<file path="src/rtl/neuron_mac.sv">
`default_nettype none
// ============================================================================
//  Module   : neuron_mac
//  Purpose  : Parametrised fixed-point neuron. Accumulates exactly FAN_IN
//             signed X*W products on top of a per-neuron bias, rescales by
//             FRAC_BITS, saturates to DATA_W bits and optionally applies ReLU.
//  Ports    : Clk, Reset      - clock, synchronous active-high reset
//             Start, Bias     - begin a dot product, bias sampled with Start
//             In_valid, X, W  - one activation/weight pair per valid cycle
//             Busy            - high while accumulating or finishing
//             Out_valid       - one-cycle pulse when Z/Overflow update
//             Z, Overflow     - result and saturation flag, held
//  Revision : 1.0 - initial release
// ============================================================================
module neuron_mac #(
   parameter int FAN_IN    = 784,
   parameter int DATA_W    = 16,
   parameter int FRAC_BITS = 13,
   parameter int ACC_W     = 42,
   parameter int RELU      = 1
) (
   input  logic                     Clk,
   input  logic                     Reset,
   input  logic                     Start,
   input  logic signed [DATA_W-1:0] Bias,
   input  logic                     In_valid,
   input  logic signed [DATA_W-1:0] X,
   input  logic signed [DATA_W-1:0] W,
   output logic                     Busy,
   output logic                     Out_valid,
   output logic signed [DATA_W-1:0] Z,
   output logic                     Overflow
);

   typedef enum logic [1:0] {
      S_IDLE  = 2'd0,
      S_ACCUM = 2'd1,
      S_DONE  = 2'd2
   } state_t;

   // Representable output range, expressed at accumulator width so the
   // saturation compare is a plain signed comparison.
   localparam logic signed [ACC_W-1:0] c_Z_MAX =
      {{(ACC_W-DATA_W+1){1'b0}}, {(DATA_W-1){1'b1}}};
   localparam logic signed [ACC_W-1:0] c_Z_MIN =
      {{(ACC_W-DATA_W+1){1'b1}}, {(DATA_W-1){1'b0}}};
   localparam logic [15:0] c_FAN_IN = 16'(FAN_IN);

   state_t                    r_state;
   state_t                    w_state_next;
   logic signed [ACC_W-1:0]   r_acc;
   logic signed [ACC_W-1:0]   w_acc_next;
   logic [15:0]               r_count;
   logic [15:0]               w_count_next;
   logic [15:0]               w_count_inc;
   logic signed [DATA_W-1:0]  r_z;
   logic signed [DATA_W-1:0]  w_z_next;
   logic                      r_ovf;
   logic                      w_ovf_next;
   logic                      r_out_valid;
   logic                      w_out_valid_next;
   logic                      r_busy;

   logic signed [ACC_W-1:0]      w_bias_ext;
   logic signed [2*DATA_W-1:0]   w_prod;
   logic signed [ACC_W-1:0]      w_prod_ext;
   logic signed [ACC_W-1:0]      w_shift;
   logic signed [DATA_W-1:0]     w_sat;
   logic                         w_sat_ovf;
   logic signed [DATA_W-1:0]     w_z_res;

   // Bias shares the Q format of Z, so it is aligned to the product format
   // (2*FRAC_BITS fractional bits) by shifting left by FRAC_BITS.
   assign w_bias_ext = {{(ACC_W-DATA_W){Bias[DATA_W-1]}}, Bias} <<< FRAC_BITS;
   assign w_prod     = X * W;
   assign w_prod_ext = {{(ACC_W-2*DATA_W){w_prod[2*DATA_W-1]}}, w_prod};
   assign w_count_inc = r_count + 16'd1;

   // Result path: arithmetic shift floors toward -inf.
   assign w_shift = r_acc >>> FRAC_BITS;

   always_comb begin
      w_sat     = w_shift[DATA_W-1:0];
      w_sat_ovf = 1'b0;
      if (w_shift > c_Z_MAX) begin
         w_sat     = c_Z_MAX[DATA_W-1:0];
         w_sat_ovf = 1'b1;
      end else if (w_shift < c_Z_MIN) begin
         w_sat     = c_Z_MIN[DATA_W-1:0];
         w_sat_ovf = 1'b1;
      end
   end

   // ReLU clamps the output only; Overflow still reports saturation.
   assign w_z_res = ((RELU != 0) && w_sat[DATA_W-1]) ? '0 : w_sat;

   always_comb begin
      w_state_next     = r_state;
      w_acc_next       = r_acc;
      w_count_next     = r_count;
      w_z_next         = r_z;
      w_ovf_next       = r_ovf;
      w_out_valid_next = 1'b0;
      case (r_state)
         S_IDLE: begin
            if (Start) begin
               w_acc_next   = w_bias_ext;
               w_count_next = '0;
               w_state_next = S_ACCUM;
            end
         end
         S_ACCUM: begin
            // Start takes priority: abort and restart with the new bias,
            // discarding any sample presented in the same cycle.
            if (Start) begin
               w_acc_next   = w_bias_ext;
               w_count_next = '0;
            end else if (In_valid) begin
               w_acc_next   = r_acc + w_prod_ext;
               w_count_next = w_count_inc;
               if (w_count_inc == c_FAN_IN) begin
                  w_state_next = S_DONE;
               end
            end
         end
         S_DONE: begin
            w_z_next         = w_z_res;
            w_ovf_next       = w_sat_ovf;
            w_out_valid_next = 1'b1;
            w_state_next     = S_IDLE;
         end
         default: begin
            w_state_next = S_IDLE;
         end
      endcase
   end

   always_ff @(posedge Clk) begin
      if (Reset) begin
         r_state     <= S_IDLE;
         r_acc       <= '0;
         r_count     <= '0;
         r_z         <= '0;
         r_ovf       <= 1'b0;
         r_out_valid <= 1'b0;
         r_busy      <= 1'b0;
      end else begin
         r_state     <= w_state_next;
         r_acc       <= w_acc_next;
         r_count     <= w_count_next;
         r_z         <= w_z_next;
         r_ovf       <= w_ovf_next;
         r_out_valid <= w_out_valid_next;
         r_busy      <= (w_state_next != S_IDLE);
      end
   end

   assign Busy      = r_busy;
   assign Out_valid = r_out_valid;
   assign Z         = r_z;
   assign Overflow  = r_ovf;

endmodule
`default_nettype wire

</file>
<file path="config.mk">
export PLATFORM = sky130hd
export DESIGN_NAME = neuron_mac
export DESIGN_NICKNAME = d
export VERILOG_FILES = /design/src/rtl/neuron_mac.sv
export SDC_FILE = /design/constraint.sdc
export NUM_CORES = 1
export LEC_CHECK = 0
export ABC_AREA = 1
export BUFFER_PORTS_ARGS = -buffer_cell sky130_fd_sc_hd__buf_2
export CAP_MARGIN = 20
export CORE_AREA = 2 2 224 138
export DETAILED_ROUTE_END_ITERATION = 16
export DIE_AREA = 0 0 226 140
export GPL_TIMING_DRIVEN = 0
export HOLD_SLACK_MARGIN = 0.06
export PLACE_DENSITY = 0.77
export SYNTH_ARGS = -nofsm -noshare
export SYNTH_HDL_FRONTEND = slang
export SYNTH_SLANG_ARGS = --single-unit
</file>
<file path="constraint.sdc">
create_clock -name Clk -period 9.8 [get_ports Clk]
set_input_delay 1.47 -clock Clk [delete_from_list [all_inputs] [get_ports Clk]]
set_output_delay 1.47 -clock Clk [all_outputs]
set_load 0.02 [all_outputs]
</file>
Word-level counts from Yosys, hierarchy flattened
Index checks and enable logic that the tools add are counted.
- ROM bits: 0
- memory bits (writable): 0
- memories: 0
- output and inout port bits: 19
- word-level logic and storage cells: 40
- bits in registers: 79
- bits in latches: 0
- input port bits: 52
- reductions and logical operators: 4
- $lt $le $gt $ge: 2
- eq/ne operators: 5
- divide/modulo/power cells: 0
- bitwise logic cells: 0
- $mul: 1
- add/sub/neg operators: 2
- mux-type cells: 19
- shift operators: 0
- operators with widths (kind ; count):
    $mux W42 ; 3
    $pmux W42 S2 ; 1
    $mux W16 ; 5
    $add A42 B32 Y42 ; 1
    $mul A16 B16 Y32 ; 1
    $pmux W16 S2 ; 1
    $gt A29 B16 Y1 const B ; 1
    $lt A29 B16 Y1 const B ; 1
    $add A16 B1 Y16 const B ; 1
    $eq A16 B10 Y1 const B ; 1
    $mux W15 ; 1
    $mux W2 ; 4
    $pmux W2 S2 ; 1
    $reduce_bool A2 Y1 ; 2
    $mux W1 ; 3
    $ne A3 B3 Y1 const B ; 1
    $reduce_and A3 Y1 ; 1
    $eq A2 B1 Y1 const B ; 1
    $eq A2 B2 Y1 const B ; 1
    $logic_not A2 Y1 ; 1
    $ne A2 B2 Y1 const B ; 1

Longest topological paths before layout
- word-level depth: 7
- depth in mapped cells: 31
- depth with buffers taken out: 29

Worst setup path after synthesis
Ideal clock, no wire load.
- path kind: input -> register
- start: in X[15]
- end: reg r_acc[35]
- arrival: 7.186 ns
- stages on the path: 23
- required time: 9.730 ns
- slack: 2.544 ns
- path through: buf_2 clkbuf_1 nand2_1 inv_1 fa_1 inv_1 fa_1 fa_1 fa_1 inv_1 fa_1 inv_1 fa_1 inv_1 ha_1 a21oi_1 nand2_1 o21bai_1 a21oi_1 nand2_1 nand2_1 nand3_1 a21oi_1
- longest elaborated chain between the ends: 5
- RTL lines (what ; RTL line ; RTL):
    start, declared ; 27 ; input logic signed [DATA_W-1:0] X,
    $mul A16 B16 Y32 ; 75 ; assign w_prod = X * W;
    $add A42 B32 Y42 ; 119 ; w_acc_next = r_acc + w_prod_ext;
    $mux W42 ; 118 ; end else if (In_valid) begin
    $mux W42 ; 115 ; if (Start) begin
    $pmux W42 S2 ; 104 ; case (r_state)
    end signal, assigned ; 149 ; r_acc <= w_acc_next;
    end, declared ; 51 ; logic signed [ACC_W-1:0] r_acc;
No other way between the ends. The select of a mux whose other input is x is not followed.
A chain may end at the register's enable or synchronous reset.

Worst setup path after layout
- start: in W[6]
- end: reg r_acc[36]
- longest elaborated chain between the ends: 5
- RTL lines (what ; RTL line ; RTL):
    start, declared ; 28 ; input logic signed [DATA_W-1:0] W,
    $mul A16 B16 Y32 ; 75 ;
    $add A42 B32 Y42 ; 119 ;
    $mux W42 ; 118 ;
    $mux W42 ; 115 ;
    $pmux W42 S2 ; 104 ;
No other way between the ends. The select of a mux whose other input is x is not followed.

==> results.md <==
* Rows at 49
* Area grow syn2layout at 5.89%
* Register bit total from synthesis at 78
* Vias per cell at 5.37
* Gate Count Post-Synth at 2400
* Syn nets at 2910
* Syn. warnings at 0
* Most used DFF post-synth: dfxtp_1
* CTS tree: built
* Tcrit/Tclk final at 86.4%
* Number of flops mapped to enable cells by yosys at 0
* Nets at 2960
* Placed instance count at 2846
* Antenna violations before repair at 0
* Area leader, netlist: fa_1
* Core area at 29500 µm²
* GRT Overall Usage at 36.3%
* H-tree depth at 3
* Status: finished clean
* Final WL at 54300 µm
* RD Place Congestion at 1.01
* Worst min path class: register to register
* Syn_area_per_cell at 7.28 µm²
* I/O pins at 71
* Final cell count without fillers at 2863
* Unrepaired setup endpoints after global routing: no
* Crit end category: register
* DP HPWL at 46900 µm
* First-pass GRT wire length at 85900 µm
* Hold path cells at 2
* Final slew viol count at 0
* Post-route DRC at 0
* Slew HR at 38.9%
* Worst Reg-to-Reg Cells at 20
* Crit Path Category: primary input to register
* Largest net degree at the start of global routing at 26
* Vias in the first global route at 15800
* Post-CTS Setup Inserts at 0
* Reg area at 1560 µm²
* Final Skew at 0.0126 ns
* Total CTS buffers at 9
* Most common cell after layout, fill and taps aside: inv_1
* Top-area cell type share of the netlist area at 38.7%
* Worst reg2reg endpoint: r_acc[18]$_SDFFE_PP0P_
* WHS Endpoint: r_count[8]$_SDFFE_PP0P_
* Final setup viols at 0
* FFs w/ async S/R, synth at 0%
* R2r startpoint: r_acc[15]$_SDFFE_PP0P_
* Adder-Cell Fraction of Synth Area at 47.3%
* Die width at 226 µm
* Vias at 15400
* Synth Area in Simple Gates at 20.7%
* Final ANT Viol Nets at 0
* Reg2reg setup slack at 4.52 ns
* Commonest cells after routing, fill and taps aside: inv_1, nand2_1, fa_1, nor2_1, ha_1
* Post-synthesis mux area share at 0%
* Sequential-to-total area share from yosys stat at 8.93%
* Synth Area in XOR/XNOR at 0.601%
* Main combinational cell family by area after synthesis: adder cells
* Final hold slack at 0.470 ns
* Die area at 31600 µm²
* Final Hold Viols at 0
* CP max FO at 10
* Fill cells at 2776
* Clock Tree Root: clkbuf_16
* Fraction of layout cells with a size suffix above 1 at 3.75%
* Min-delay src: r_count[8]$_SDFFE_PP0P_
* Area of the multi-input gates at 12900 µm²
* Worst EP required at 10.04 ns
* Die Span Y at 140 µm
* Starting Density at 59.3%
* PostCTS Resize Cnt at 0
* Compound-gate portion of the synthesized area at 5.45%
* Area contributors post-synth: fa_1, inv_1, nand2_1, dfxtp_1, ha_1
* N_diodes at 0
* Worst skew pair latency at 0.37 ns
* Clk slew on worst S/H paths at 0.07 ns
* Initial DRC count at 1734
* Hold-fix buffers, CTS at 0
* Clock tree buffer depth at 2
* Crit path arrival time at 8.70 ns
* Fmax at 118 MHz
* Critical path launch point type: primary input
* Distinct cells, synth at 41
* Utilization of the core after routing at 62.8%
* Wire per inst at 19.0 µm
* Port Buffer Count at 38
* CTS Sinks at 78
* DR pass1 iterations at 7
* GRT overflow at 0
* Max cap viols at 0
* Crit path time final at 8.46 ns
* Setup_tns at 0 ns
* Post-Syn Area at 17500 µm²
* Worst slew pin tran at 0.917 ns
## critical path, stage by stage
cell	delay, ns
clkbuf_1	0.46
clkbuf_1	0.58
nand2_1	0.15
fa_1	0.52
fa_1	0.84
fa_1	0.67
fa_1	0.87
inv_1	0.26
fa_1	0.54
inv_1	0.05
fa_1	0.48
inv_1	0.04
ha_1	0.44
nand2_1	0.15
nor2_1	0.27
nand2_1	0.19
nor2_1	0.19
nand4_1	0.18
nand3_1	0.13
nand2_1	0.05
nand3_1	0.08
a21oi_1	0.08
## through the flow
stage / instance area (µm²) / setup slack, ns
after floorplan: 17500 / 2.54
after global placement: 18200 / 1.24
after detailed placement: 18200 / 1.13
after CTS: 18500 / 1.48
after global routing: 18500 / 1.09
final: 18500 / 1.34
## cell families after synthesis
| kind of cell | Yosys count |
|---|---|
| adder cells (fa/ha/maj) | 458 |
| AND/OR/NAND/NOR | 888 |
| other | 1 |
| XOR/XNOR | 12 |
| flip-flops | 78 |
| buffers and inverters | 783 |
| AO/OA/AOI/OAI | 180 |
## Yosys cell counts, types with 2 or more instances
library cell  instances
a211oi_1              2
a21o_1                3
a21oi_1             105
a22oi_1               5
buf_2                 6
buf_6                 2
clkbuf_1             76
dfxtp_1              78
fa_1                338
ha_1                120
inv_1               692
inv_2                 2
inv_4                 2
nand2_1             622
nand2_2               5
nand3_1              73
nand3_2               2
nand3b_1              8
nand4_1              15
nor2_1              132
nor2_2                7
nor2_8                2
nor3_1                9
nor4_1                4
o21a_1                2
o21ai_0              49
o21ai_1               4
o21bai_1              7
or2_0                 2
or2_2                 5
xnor2_1               3
xor2_1                9
## layout make-up
class / count / share of cell area (%)
tap: 408 / 2.76
timing repair buffer: 39 / 1.11
buffer: 87 / 1.91
sequential: 78 / 8.44
clock inverter: 7 / 0.466
clock buffer: 9 / 1.22
multi-input combinational: 1539 / 70.0
inverter: 696 / 14.1
## state kept, by name, summed over array words and instances (netlist names)
signal and cells:
Busy 1, Z 15, r_acc 42, r_count 16
Out_valid 1, Overflow 1, r_state 2
## worst max-delay path by stage
stage                     startpoint                      to  depth (start not counted)  slack, ns
after floorplan                X[15]  r_acc[35]$_SDFFE_PP0P_                         23       2.54
after global placement         X[15]  r_acc[36]$_SDFFE_PP0P_                         24       1.24
after detailed placement       X[15]  r_acc[36]$_SDFFE_PP0P_                         24       1.13
after CTS                      X[15]  r_acc[36]$_SDFFE_PP0P_                         24       1.48
after global routing            W[6]  r_acc[36]$_SDFFE_PP0P_                         22       1.09
final                           W[6]  r_acc[36]$_SDFFE_PP0P_                         22       1.34
## layer usage
metal / up-vias / share of wire (%) / GRT usage (%)
met2: 851 / 40 / 52.2
met5: - / 0 / 0
li1: 7005 / - / -
met3: 57 / 14 / 11.3
met1: 7464 / 45 / 55.0
met4: 0 / 1.2 / 4.98
Power is not shown: default switching activity piles up to over one toggle a cycle in this logic, so the estimate is an artifact.
